<file path="src/rtl/minv_result_reader_if.sv">
// rtl/minv_result_reader_if.sv - word-serial result stream between the minv readout engine and its consumer
interface minv_result_reader_if #(
    parameter int WORD = 32
);
    logic [WORD-1:0] dout;
    logic            dout_valid;
    logic            dout_ready;
    logic            dout_last;

    modport master (
        output dout,
        output dout_valid,
        output dout_last,
        input  dout_ready
    );

    modport slave (
        input  dout,
        input  dout_valid,
        input  dout_last,
        output dout_ready
    );
endinterface

</file>
<file path="src/rtl/minv_result_reader.sv">
// rtl/minv_result_reader.sv - decodes the minv location flag, snapshots the inverse and streams it LSW first
module minv_result_reader #(
    parameter int WIDTH = 256,
    parameter int WORD  = 32
) (
    input  logic                clk,
    input  logic                rst,
    input  logic                i_start,
    input  logic [1:0]          i_minv_flag,
    input  logic [WIDTH-1:0]    i_regx1,
    input  logic [WIDTH-1:0]    i_regx2,
    input  logic [WIDTH-1:0]    i_regt,
    minv_result_reader_if.master m_out,
    output logic                o_busy,
    output logic                o_done,
    output logic                o_flag_err
);
    localparam int NWORDS = WIDTH / WORD;
    localparam int CW     = (NWORDS > 1) ? $clog2(NWORDS) : 1;
    localparam logic [CW-1:0] LAST_IDX = CW'(NWORDS - 1);

    localparam logic [0:0] S_IDLE = 1'b0;
    localparam logic [0:0] S_SEND = 1'b1;

    logic [0:0]       r_state;
    logic [WIDTH-1:0] r_buf;
    logic [CW-1:0]    r_cnt;
    logic [WORD-1:0]  r_dout;
    logic             r_valid;
    logic             r_last;
    logic             r_done;
    logic             r_flag_err;

    logic [WIDTH-1:0] w_sel;
    logic [CW-1:0]    w_cnt_nxt;
    logic [WORD-1:0]  w_next_word;
    logic             w_xfer;

    // Flag decode: 00 -> x1, 01 -> x2, 11 -> t; 10 is rejected before capture so its arm is irrelevant
    always_comb begin
        w_sel = i_regt;
        case (i_minv_flag)
            2'b00:   w_sel = i_regx1;
            2'b01:   w_sel = i_regx2;
            default: w_sel = i_regt;
        endcase
    end

    // Next word is pre-selected from the frozen buffer so a new word follows every accepted one without bubbles
    always_comb begin
        w_cnt_nxt   = r_cnt + 1'b1;
        w_next_word = r_buf[int'(w_cnt_nxt) * WORD +: WORD];
        w_xfer      = r_valid && m_out.dout_ready;
    end

    // Readout FSM: capture on start in IDLE, then one word per accepted handshake until the last one
    always_ff @(posedge clk) begin
        if (rst) begin
            r_state    <= S_IDLE;
            r_buf      <= '0;
            r_cnt      <= '0;
            r_dout     <= '0;
            r_valid    <= 1'b0;
            r_last     <= 1'b0;
            r_done     <= 1'b0;
            r_flag_err <= 1'b0;
        end else begin
            r_done     <= 1'b0;
            r_flag_err <= 1'b0;
            case (r_state)
                S_IDLE: begin
                    if (i_start) begin
                        if (i_minv_flag == 2'b10) begin
                            r_flag_err <= 1'b1;
                        end else begin
                            r_buf   <= w_sel;
                            r_cnt   <= '0;
                            r_dout  <= w_sel[WORD-1:0];
                            r_valid <= 1'b1;
                            r_last  <= (NWORDS == 1);
                            r_state <= S_SEND;
                        end
                    end
                end
                default: begin
                    // start is deliberately ignored here: the buffer must not change mid-stream
                    if (w_xfer) begin
                        if (r_cnt == LAST_IDX) begin
                            r_valid <= 1'b0;
                            r_last  <= 1'b0;
                            r_cnt   <= '0;
                            r_done  <= 1'b1;
                            r_state <= S_IDLE;
                        end else begin
                            r_cnt  <= w_cnt_nxt;
                            r_dout <= w_next_word;
                            r_last <= (w_cnt_nxt == LAST_IDX);
                        end
                    end
                end
            endcase
        end
    end

    assign m_out.dout       = r_dout;
    assign m_out.dout_valid = r_valid;
    assign m_out.dout_last  = r_last && r_valid;
    assign o_busy           = (r_state == S_SEND);
    assign o_done           = r_done;
    assign o_flag_err       = r_flag_err;
endmodule

</file>
<file path="src/flat_wrapper.sv">
// flat-port wrapper written by rule: the top's interface ports become plain ports
module minv_result_reader_flat 
#(
    parameter int WIDTH = 256,
    parameter int WORD  = 32
)
  (clk, rst, i_start, i_minv_flag, i_regx1, i_regx2, i_regt, o_busy, o_done, o_flag_err, m_out_dout, m_out_dout_valid, m_out_dout_last, m_out_dout_ready);
  minv_result_reader_if #(.WORD(WORD)) m_out_i ();
  input  logic clk;
  input  logic rst;
  input  logic i_start;
  input  logic [1:0] i_minv_flag;
  input  logic [WIDTH-1:0] i_regx1;
  input  logic [WIDTH-1:0] i_regx2;
  input  logic [WIDTH-1:0] i_regt;
  output logic o_busy;
  output logic o_done;
  output logic o_flag_err;
  output wire logic [$bits(m_out_i.dout)-1:0] m_out_dout;
  output wire logic [$bits(m_out_i.dout_valid)-1:0] m_out_dout_valid;
  output wire logic [$bits(m_out_i.dout_last)-1:0] m_out_dout_last;
  input wire logic [$bits(m_out_i.dout_ready)-1:0] m_out_dout_ready;
  assign m_out_dout = m_out_i.dout;
  assign m_out_dout_valid = m_out_i.dout_valid;
  assign m_out_dout_last = m_out_i.dout_last;
  assign m_out_i.dout_ready = m_out_dout_ready;
  minv_result_reader #(.WIDTH(WIDTH), .WORD(WORD)) u_core (.clk(clk), .rst(rst), .i_start(i_start), .i_minv_flag(i_minv_flag), .i_regx1(i_regx1), .i_regx2(i_regx2), .i_regt(i_regt), .m_out(m_out_i), .o_busy(o_busy), .o_done(o_done), .o_flag_err(o_flag_err));
endmodule
</file>
<file path="config.mk">
export PLATFORM = sky130hd
export DESIGN_NAME = minv_result_reader_flat
export DESIGN_NICKNAME = d
export VERILOG_FILES = /design/src/rtl/minv_result_reader_if.sv /design/src/rtl/minv_result_reader.sv /design/src/flat_wrapper.sv
export SDC_FILE = /design/constraint.sdc
export NUM_CORES = 1
export LEC_CHECK = 0
export ABC_CLOCK_PERIOD_IN_PS = 2500
export CELL_PAD_IN_SITES_DETAIL_PLACEMENT = 1
export CELL_PAD_IN_SITES_GLOBAL_PLACEMENT = 1
export CORE_AREA = 3 3 313 315
export DETAILED_ROUTE_END_ITERATION = 10
export DIE_AREA = 0 0 316 318
export GPL_TIMING_DRIVEN = 0
export PLACE_DENSITY_LB_ADDON = 0.2
export SYNTH_ARGS = -nofsm -noshare
export SYNTH_HDL_FRONTEND = slang
export SYNTH_SLANG_ARGS = --single-unit
</file>
<file path="constraint.sdc">
create_clock -name clk -period 2.5 [get_ports clk]
set_clock_uncertainty 0.2 [all_clocks]
set_input_delay 0.625 -clock clk [delete_from_list [all_inputs] [get_ports clk]]
set_output_delay 0.625 -clock clk [all_outputs]
set_load 0.005 [all_outputs]
</file>
* After elaboration in Yosys (flattened, before gate mapping) *
Cells that the tools add are included.

operators by class
  add/subtract/negate cells = 1
  eq/ne operators = 8
  shift-type cells = 1
  multiplexer cells = 28
  bitwise gates (word level) = 4
  reduce and logical (&&, ||, !) cells = 10

operators by type and width
  cell                                                                      number
  256-bit case mux with 2 select lines                                      1
  256-bit by 9-bit variable part select with 32-bit output                  1
  32-bit two-way mux                                                        5
  1-bit two-way mux                                                         17
  3-bit two-way mux                                                         5
  4-bit AND reduction                                                       2
  3-bit == test (second input constant)                                     2
  2-bit inequality test (second input constant)                             3
  3-bit AND reduction                                                       2
  3-bit OR reduction                                                        2
  1-bit inverter                                                            4
  3-bit by 1-bit adder with 3-bit output (second input constant)            1
  2-bit by 1-bit == test with 1-bit output (second input constant)          1
  2-bit == test (second input constant)                                     1
  1-bit logical AND                                                         2
  2-bit zero test                                                           1
  2-bit by 1-bit inequality test with 1-bit output (second input constant)  1
  2-bit nonzero test                                                        1

storage, ports and cells
  bits in registers = 296
  input bits = 774
  output and inout bits = 37
  word-level logic and storage cells = 60

* Longest topological paths before layout *
Gate-level depths: netlist of run 1.

  depth after elaboration = 5
  mapped depth = 8
  gate-level depth less buffers = 5

* Worst setup path before layout of run 1 *
No wires, ideal clock.

  path type = reg-to-reg
  start point = register u_core.r_cnt[0]
  end point = register u_core.r_dout[0] (netlist: u_core.m_out.dout[0])
  arrival = 2224 ps
  setup slack = -55 ps
  stages on the path, launching flop included = 9
  path buffers = 4
  clock period less this slack = 2555 ps
  cell sequence = dfxtp_1 buf_2 buf_2 inv_1 ha_1 clkbuf_1 clkbuf_1 mux2i_1 o221ai_2

on the way
  longest elaborated chain between the ends = 5

ends and longest elaborated chain
  item                                                      line                      RTL
  start: declaration                                        minv_result_reader.sv:27  logic [CW-1:0] r_cnt;
  start signal: assignment                                  minv_result_reader.sv:95  r_cnt <= w_cnt_nxt;
  3-bit by 1-bit adder with 3-bit output                    minv_result_reader.sv:51  w_cnt_nxt = r_cnt + 1'b1;
  256-bit by 9-bit variable part select with 32-bit output  minv_result_reader.sv:52  w_next_word = r_buf[int'(w_cnt_nxt) * WORD +: WORD];
  32-bit two-way mux                                        minv_result_reader.sv:88  if (r_cnt == LAST_IDX) begin
  32-bit two-way mux                                        minv_result_reader.sv:87  if (w_xfer) begin
  32-bit two-way mux                                        minv_result_reader.sv:70  case (r_state)
  end signal: assignment                                    minv_result_reader.sv:78  r_dout <= w_sel[WORD-1:0];
  end signal: assignment                                    minv_result_reader.sv:96  r_dout <= w_next_word;
  end: declaration                                          minv_result_reader.sv:28  logic [WORD-1:0] r_dout;

Several ways; a longest one is shown, not always the timed one. The select of a mux whose other input is x is not followed.
A chain may end at the register's enable or synchronous reset.

* Final worst setup path of run 1 *
  start point = register u_core.r_dout[25] (netlist: u_core.m_out.dout[25])
  end point = output port m_out_dout[25]

RTL lines
  item              line                RTL
  end: declaration  flat_wrapper.sv:19  output wire logic [$bits(m_out_i.dout)-1:0] m_out_dout;

No word-level cell between the ends.

==> results of run 1 <==
## state kept, by name (all words and copies together), names as in the netlist
name,count
u_core.r_cnt,3
u_core.o_done,1
u_core.m_out.dout,32
u_core.m_out.dout_valid,1
u_core.o_flag_err,1
u_core.r_buf,256
u_core.r_last,1
u_core.o_busy,1
## cells by family after synthesis
logic type	count (synthesis)	synth area share
muxes	352	0.240
and+or+nand+nor	278	0.0903
buffers and inverters	277	0.0629
AOI/OAI and AO/OA	874	0.298
DFF	296	0.306
adders and majority gates	4	0.00258
## where the power goes
part | internal, mW | leakage (nW) | switching (mW)
clock network | 3.53 | 0.657 | 2.36
registers | 5.06 | 2.43 | 0.288
logic | 2.07 | 7.21 | 1.99
total | 10.7 | 10.3 | 4.63
## per-stage QoR
step                 util  setup WS, ns  area (sq um)  setup TNS [ns]
finish              0.324      -0.00555         30800        -0.00555
floorplan               -       -0.0517         19400           -1.03
global route        0.323       -0.0632         30800          -0.480
global placement    0.305         -2.55         29000         -510.90
CTS                 0.322      0.000971         30700               0
detailed placement  0.305         -2.39         29000         -445.59
## final cells by class
| class | count | area share |
|---|---|---|
| multi-input cells | 1508 | 0.399 |
| repair buffers | 815 | 0.266 |
| flip-flops and latches | 296 | 0.193 |
| well taps | 1265 | 0.0514 |
| plain buffers | 274 | 0.0469 |
| clock buffers | 51 | 0.0358 |
| clock inverters | 18 | 0.00690 |
| diodes | 15 | 0.00122 |
| inverters | 2 | 0.000244 |
## worst paths after layout
kind | startpoint | endpoint | slack (ns) | cells after the start
hold reg to reg | u_core.r_buf[202] | u_core.r_buf[202] | 0.28 | 2
hold / removal | u_core.r_buf[202] | u_core.r_buf[202] | 0.28 | 2
setup / recovery | u_core.m_out.dout[25] | m_out_dout[25] | -0.006 | 1
setup reg to reg | u_core.r_cnt[0] | u_core.m_out.dout[2] | 0.02 | 7
## cell usage after synthesis, drive strengths merged
master	count	area share
a21oi	262	0.068
mux4	64	0.074
o21ai	288	0.074
ha	4	0.0026
inv	2	0.00039
o221ai	32	0.024
nor3	1	0.00026
or4b	4	0.0021
nand4b	1	0.00045
nor2b	2	0.00065
nand4	2	0.00065
and2	1	0.00032
dfxtp	296	0.31
nand2	5	0.00097
nand3	2	0.00078
buf	97	0.028
or4	1	0.00039
nand2b	258	0.083
mux2i	32	0.017
nor3b	1	0.00039
mux2	256	0.15
clkbuf	178	0.035
o2111ai	288	0.13
o211ai	4	0.0016
## routing by layer
| layer | global-route usage | share of wire | wire (microns) | up-vias |
|---|---|---|---|---|
| met5 | 0 | 0.000092 | 12 | - |
| met2 | 0.457 | 0.51 | 67000 | 699 |
| met3 | 0.0443 | 0.057 | 7480 | 98 |
| met4 | 0.0445 | 0.018 | 2390 | 2 |
| li1 | - | - | - | 9819 |
| met1 | 0.304 | 0.41 | 53800 | 10800 |
## timing repair
item                       CTS  global route
buffers inserted             3             2
cloned                       2             0
pin swaps                    0             7
resized for setup           94            65
setup endpoints to repair  296           142
==> metrics.yaml, run 1 <==
grt_max_degree: 13
holdBufCountCts: 0
slew_headroom: 0.105
finalHoldViolCount: 0
drt_iter0_drc: 1297
grt-ovfl-total: 0
fillCellCount: 10800
syn_inst: 2081
insertion_delay_ns: 0.57
worst_setup_path_start_kind: "register"
grt_first_pass_wirelength_microns: 178000
cp.required_ns: 1.67
layout-drive-gt1-share: 0.200
die_w_microns: 316
crit_buf_inv: 1
wirelength_microns: 131000
cts.path.max_buffers: 3
drc: 0
dieArea_sq_um: 100000
cp_top_family: "buffers and inverters"
slew_violations: 0
cts.clk_slew.worst_paths_ns: 0.06
clock_sinks: 296
worst_slew_pin_slew_ns: 1.34
htree_num_levels: 2
vias_per_cell: 5.05
yosysSeqAreaShare: 0.306
num_io_pins: 811
postRouteAntennaNets: 0
multiInputGateArea_sq_um: 12300
synth_nets: 2859
fin_crit_ns: 2.51
start_util: 0.204
powerDensity_nw_per_um2: 496
vdd_drop_max_uv: 388
area_delta_synth_final_pct: 59.1
num_vias: 21500
setup_slack_ns: -0.00555
rows: 113
grt_setup_unrepaired: "true"
fin_crit_sh: 1.00
grt_antenna_before_repair: 15
core_sq_um: 95200
crit_path_max_incr_delay_ns: 0.77
critPathKind: "reg -> out"
yosys_warnings: 0
hold_slack_ns: 0.277
synth-seq-cells: 296
crit_chain: "clkdlybuf4s50_1"
cts_tree: "done"
slowest_stage: "clkdlybuf4s50_1"
grt_pass1_vias: 23400
place_inst: 4154
numCtsBuffers: 39
p_leak_nw: 10.3
cp-end-kind: "output pin"
timing.fmax_mhz: 399
finalNonFillerCells: 4244
synth.distinct_cells: 32
seq_area_sq_um: 5930
setup_viol: 1
mostFrequentLayoutCells: "clkdlybuf4s50_1 (805), dfxtp_1 (293), o2111ai_1 (288), o21ai_0 (288), a21oi_1 (262)"
dpl.hpwl_microns: 108000
cp_data_arrival_time_ns: 1.68
syn_area_sq_um: 19400
cts-root-buf: "clkbuf_16"
layout_commonest_cell: "clkdlybuf4s50_1"
power_mw: 15.3
avgSynthCellArea_sq_um: 9.31
outcome: "finished, violations left"
place.gp.congestion: 0.894
grt.total_usage: 0.249
drt_first_pass_iters: 7
violations: "negative setup slack"
wl_per_cell_microns: 30.8
die_h_microns: 318
max_cap_violations: 0
portBuffers: 808
critPathMaxFanout: 2
finalNetCount: 3714
hp-class: "reg -> reg"
Note: power is estimated with default switching activity, not from simulation.
==> run 2: changes to the inputs <==
--- a/config.mk
+++ b/config.mk
@@ -12,7 +12,8 @@
 export DETAILED_ROUTE_END_ITERATION = 10
 export DIE_AREA = 0 0 316 318
 export GPL_TIMING_DRIVEN = 0
-export PLACE_DENSITY_LB_ADDON = 0.2
+export MAX_ROUTING_LAYER = met4
+export PLACE_DENSITY_LB_ADDON = 0.1
 export SYNTH_ARGS = -nofsm -noshare
 export SYNTH_HDL_FRONTEND = slang
 export SYNTH_SLANG_ARGS = --single-unit
==> run 2 against run 1 <==
  * The flow now finishes without violations
  * Register-to-register slack about the same
  * Final cell count about the same
  * Critical path depth increased by 6
  * Sequential share of layout area about the same
  * Count of clock-buffer cells in the layout increased by 2
  * First-iteration DRC count decreased by 7.4%
  * Worst setup slack improved by 0.038 ns
  * Design area decreased by 0.25%
  * Power decreased by 1.4%
  * Critical path type is now reg -> reg
  * Critical endpoint is now u_core.m_out.dout[4]
  * Largest cell class unchanged
==> metrics.yaml, run 2 (synthesis gave the netlist of run 1 again) <==
clock_sinks: 296  # unchanged
drc: 0  # unchanged
worst_slew_pin_slew_ns: 1.27  # -0.0735 ns
worst_setup_path_start_kind: "register"
insertion_delay_ns: 0.57  # about the same
grt_max_degree: 12  # -1
cp_top_family: "multiplexers"
rows: 113  # unchanged
crit_path_max_incr_delay_ns: 0.63  # -0.14 ns
setup_slack_ns: 0.0327  # +0.0382 ns
cp_data_arrival_time_ns: 2.68  # +1.00 ns
seq_area_sq_um: 5930  # unchanged
timing.fmax_mhz: 405  # +1.5%
layout-drive-gt1-share: 0.195  # -0.00520
critPathKind: "reg -> reg"
dpl.hpwl_microns: 108000  # -0.25%
layout_commonest_cell: "clkdlybuf4s50_1"
num_io_pins: 811  # unchanged
dp_slack_ns: -2.21  # +0.182 ns
regMostFlops: "u_core.r_buf"
critPathMaxFanout: 6  # +4
slew_violations: 0  # unchanged
grt_first_pass_wirelength_microns: 176000  # -1.0%
outcome: "finished, final reports clean"
largest_reg_flops: 256  # unchanged
num_vias: 21400  # -0.34%
dieArea_sq_um: 100000  # unchanged
grt_antenna_before_repair: 24  # +9
finalNetCount: 3713  # -0.027%
hp-class: "reg -> reg"
die_w_microns: 316  # unchanged
slew_headroom: 0.154  # +0.0490
cts.clk_slew.worst_paths_ns: 0.07  # about the same
postRouteAntennaNets: 0  # unchanged
slowest_stage: "mux4_2"
powerDensity_nw_per_um2: 490  # -1.2%
vias_per_cell: 5.03  # -0.41%
die_h_microns: 318  # unchanged
cp-end-kind: "register"
drt_first_pass_iters: 5  # -2
fillCellCount: 10800  # -0.25%
crit_buf_inv: 2  # +1
portBuffers: 808  # unchanged
multiInputGateArea_sq_um: 12300  # -0.13%
setup_viol: 0  # -1
wl_per_cell_microns: 30.5  # -0.80%
cp.required_ns: 2.71  # +1.04 ns
vdd_drop_max_uv: 393  # +1.3%
grt.total_usage: 0.253  # +0.00407
fin_crit_ns: 2.47  # -0.0382 ns
area_delta_synth_final_pct: 58.7
cts.path.max_buffers: 3  # unchanged
place.gp.congestion: 0.908  # +1.5%
wirelength_microns: 130000  # -0.73%
cts-root-buf: "clkbuf_16"
tns_ns: 0  # +0.00555 ns
cts_tree: "done"
final_util: 0.323  # -0.000816
mostFrequentLayoutCells: "clkdlybuf4s50_1 (804), dfxtp_1 (293), o2111ai_1 (288), o21ai_0 (288), a21oi_1 (262)"
fin_crit_sh: 0.987  # -0.0153
grt_setup_unrepaired: "true"
htree_num_levels: 2  # unchanged
drt_iter0_drc: 1201  # -7.4%
start_util: 0.204  # unchanged
numCtsBuffers: 39  # unchanged
p_leak_nw: 10.2  # -0.54%
finalHoldViolCount: 0  # unchanged
max_cap_violations: 0  # unchanged
crit_chain: "ha_4 -> ha_4 -> buf_12 -> buf_16 -> mux4_2 -> mux2i_2 -> o221ai_2"
grt_pass1_vias: 23000  # -1.7%
grt-ovfl-total: 0  # unchanged
critPathMostFrequentCell: "ha_4"
core_sq_um: 95200  # unchanged
run 2: worst min-delay path, cell delays in order, from the launching register on:
cell,delay (ns)
dfxtp_1,0.30
o21ai_0,0.07
a21oi_1,0.06
run 2: cell type report:
cell class                      count  area share
Multi-Input combinational cell   1508       0.400
Timing Repair Buffer              815       0.267
Sequential cell                   296       0.193
Tap cell                         1265      0.0515
Buffer                            273      0.0456
Clock buffer                       53      0.0357
Clock inverter                     14     0.00562
Antenna cell                       21     0.00171
Inverter                            2    0.000244
run 2: metal layers:
layer,up-vias,part of all wire,global-route usage
li1,9839,-,-
met1,10700,0.42,0.304
met2,704,0.51,0.445
met3,99,0.057,0.0419
met4,0,0.018,0.0499
met5,-,0,-
run 2: timing repair:
action	in CTS	in global routing
cloned	1	1
hold buffers	0	0
gates resized for setup	81	49
pin swaps	1	6
setup endpoints to repair	296	97
setup buffers	2	3
run 2: worst paths after layout:
check	from	end	slack, ns	cells after the start
setup / recovery	u_core.r_cnt[0]	u_core.m_out.dout[4]	0.03	7
hold / removal	u_core.r_buf[203]	u_core.r_buf[203]	0.28	2
setup reg to reg	u_core.r_cnt[0]	u_core.m_out.dout[4]	0.03	7
hold reg to reg	u_core.r_buf[203]	u_core.r_buf[203]	0.28	2
run 2: power breakdown:
part	switching [mW]	internal [mW]	leakage (nW)	total, mW
Combinational	1.96	2.06	7.19	4.02
Sequential	0.286	5.06	2.43	5.34
Clock	2.32	3.39	0.623	5.71
Total	4.57	10.5	10.2	15.1
run 2: metrics by stage:
stage	power (mW)	hold WS [ns]	cells	cell area (sq um)
floorplan	6.94	0.251	2081	19400
global placement	9.39	0.259	4154	29000
detailed placement	9.46	0.268	4154	29000
CTS	15.2	0.276	4223	30600
global route	15.7	0.290	4239	30700
finish	15.1	0.277	4247	30700
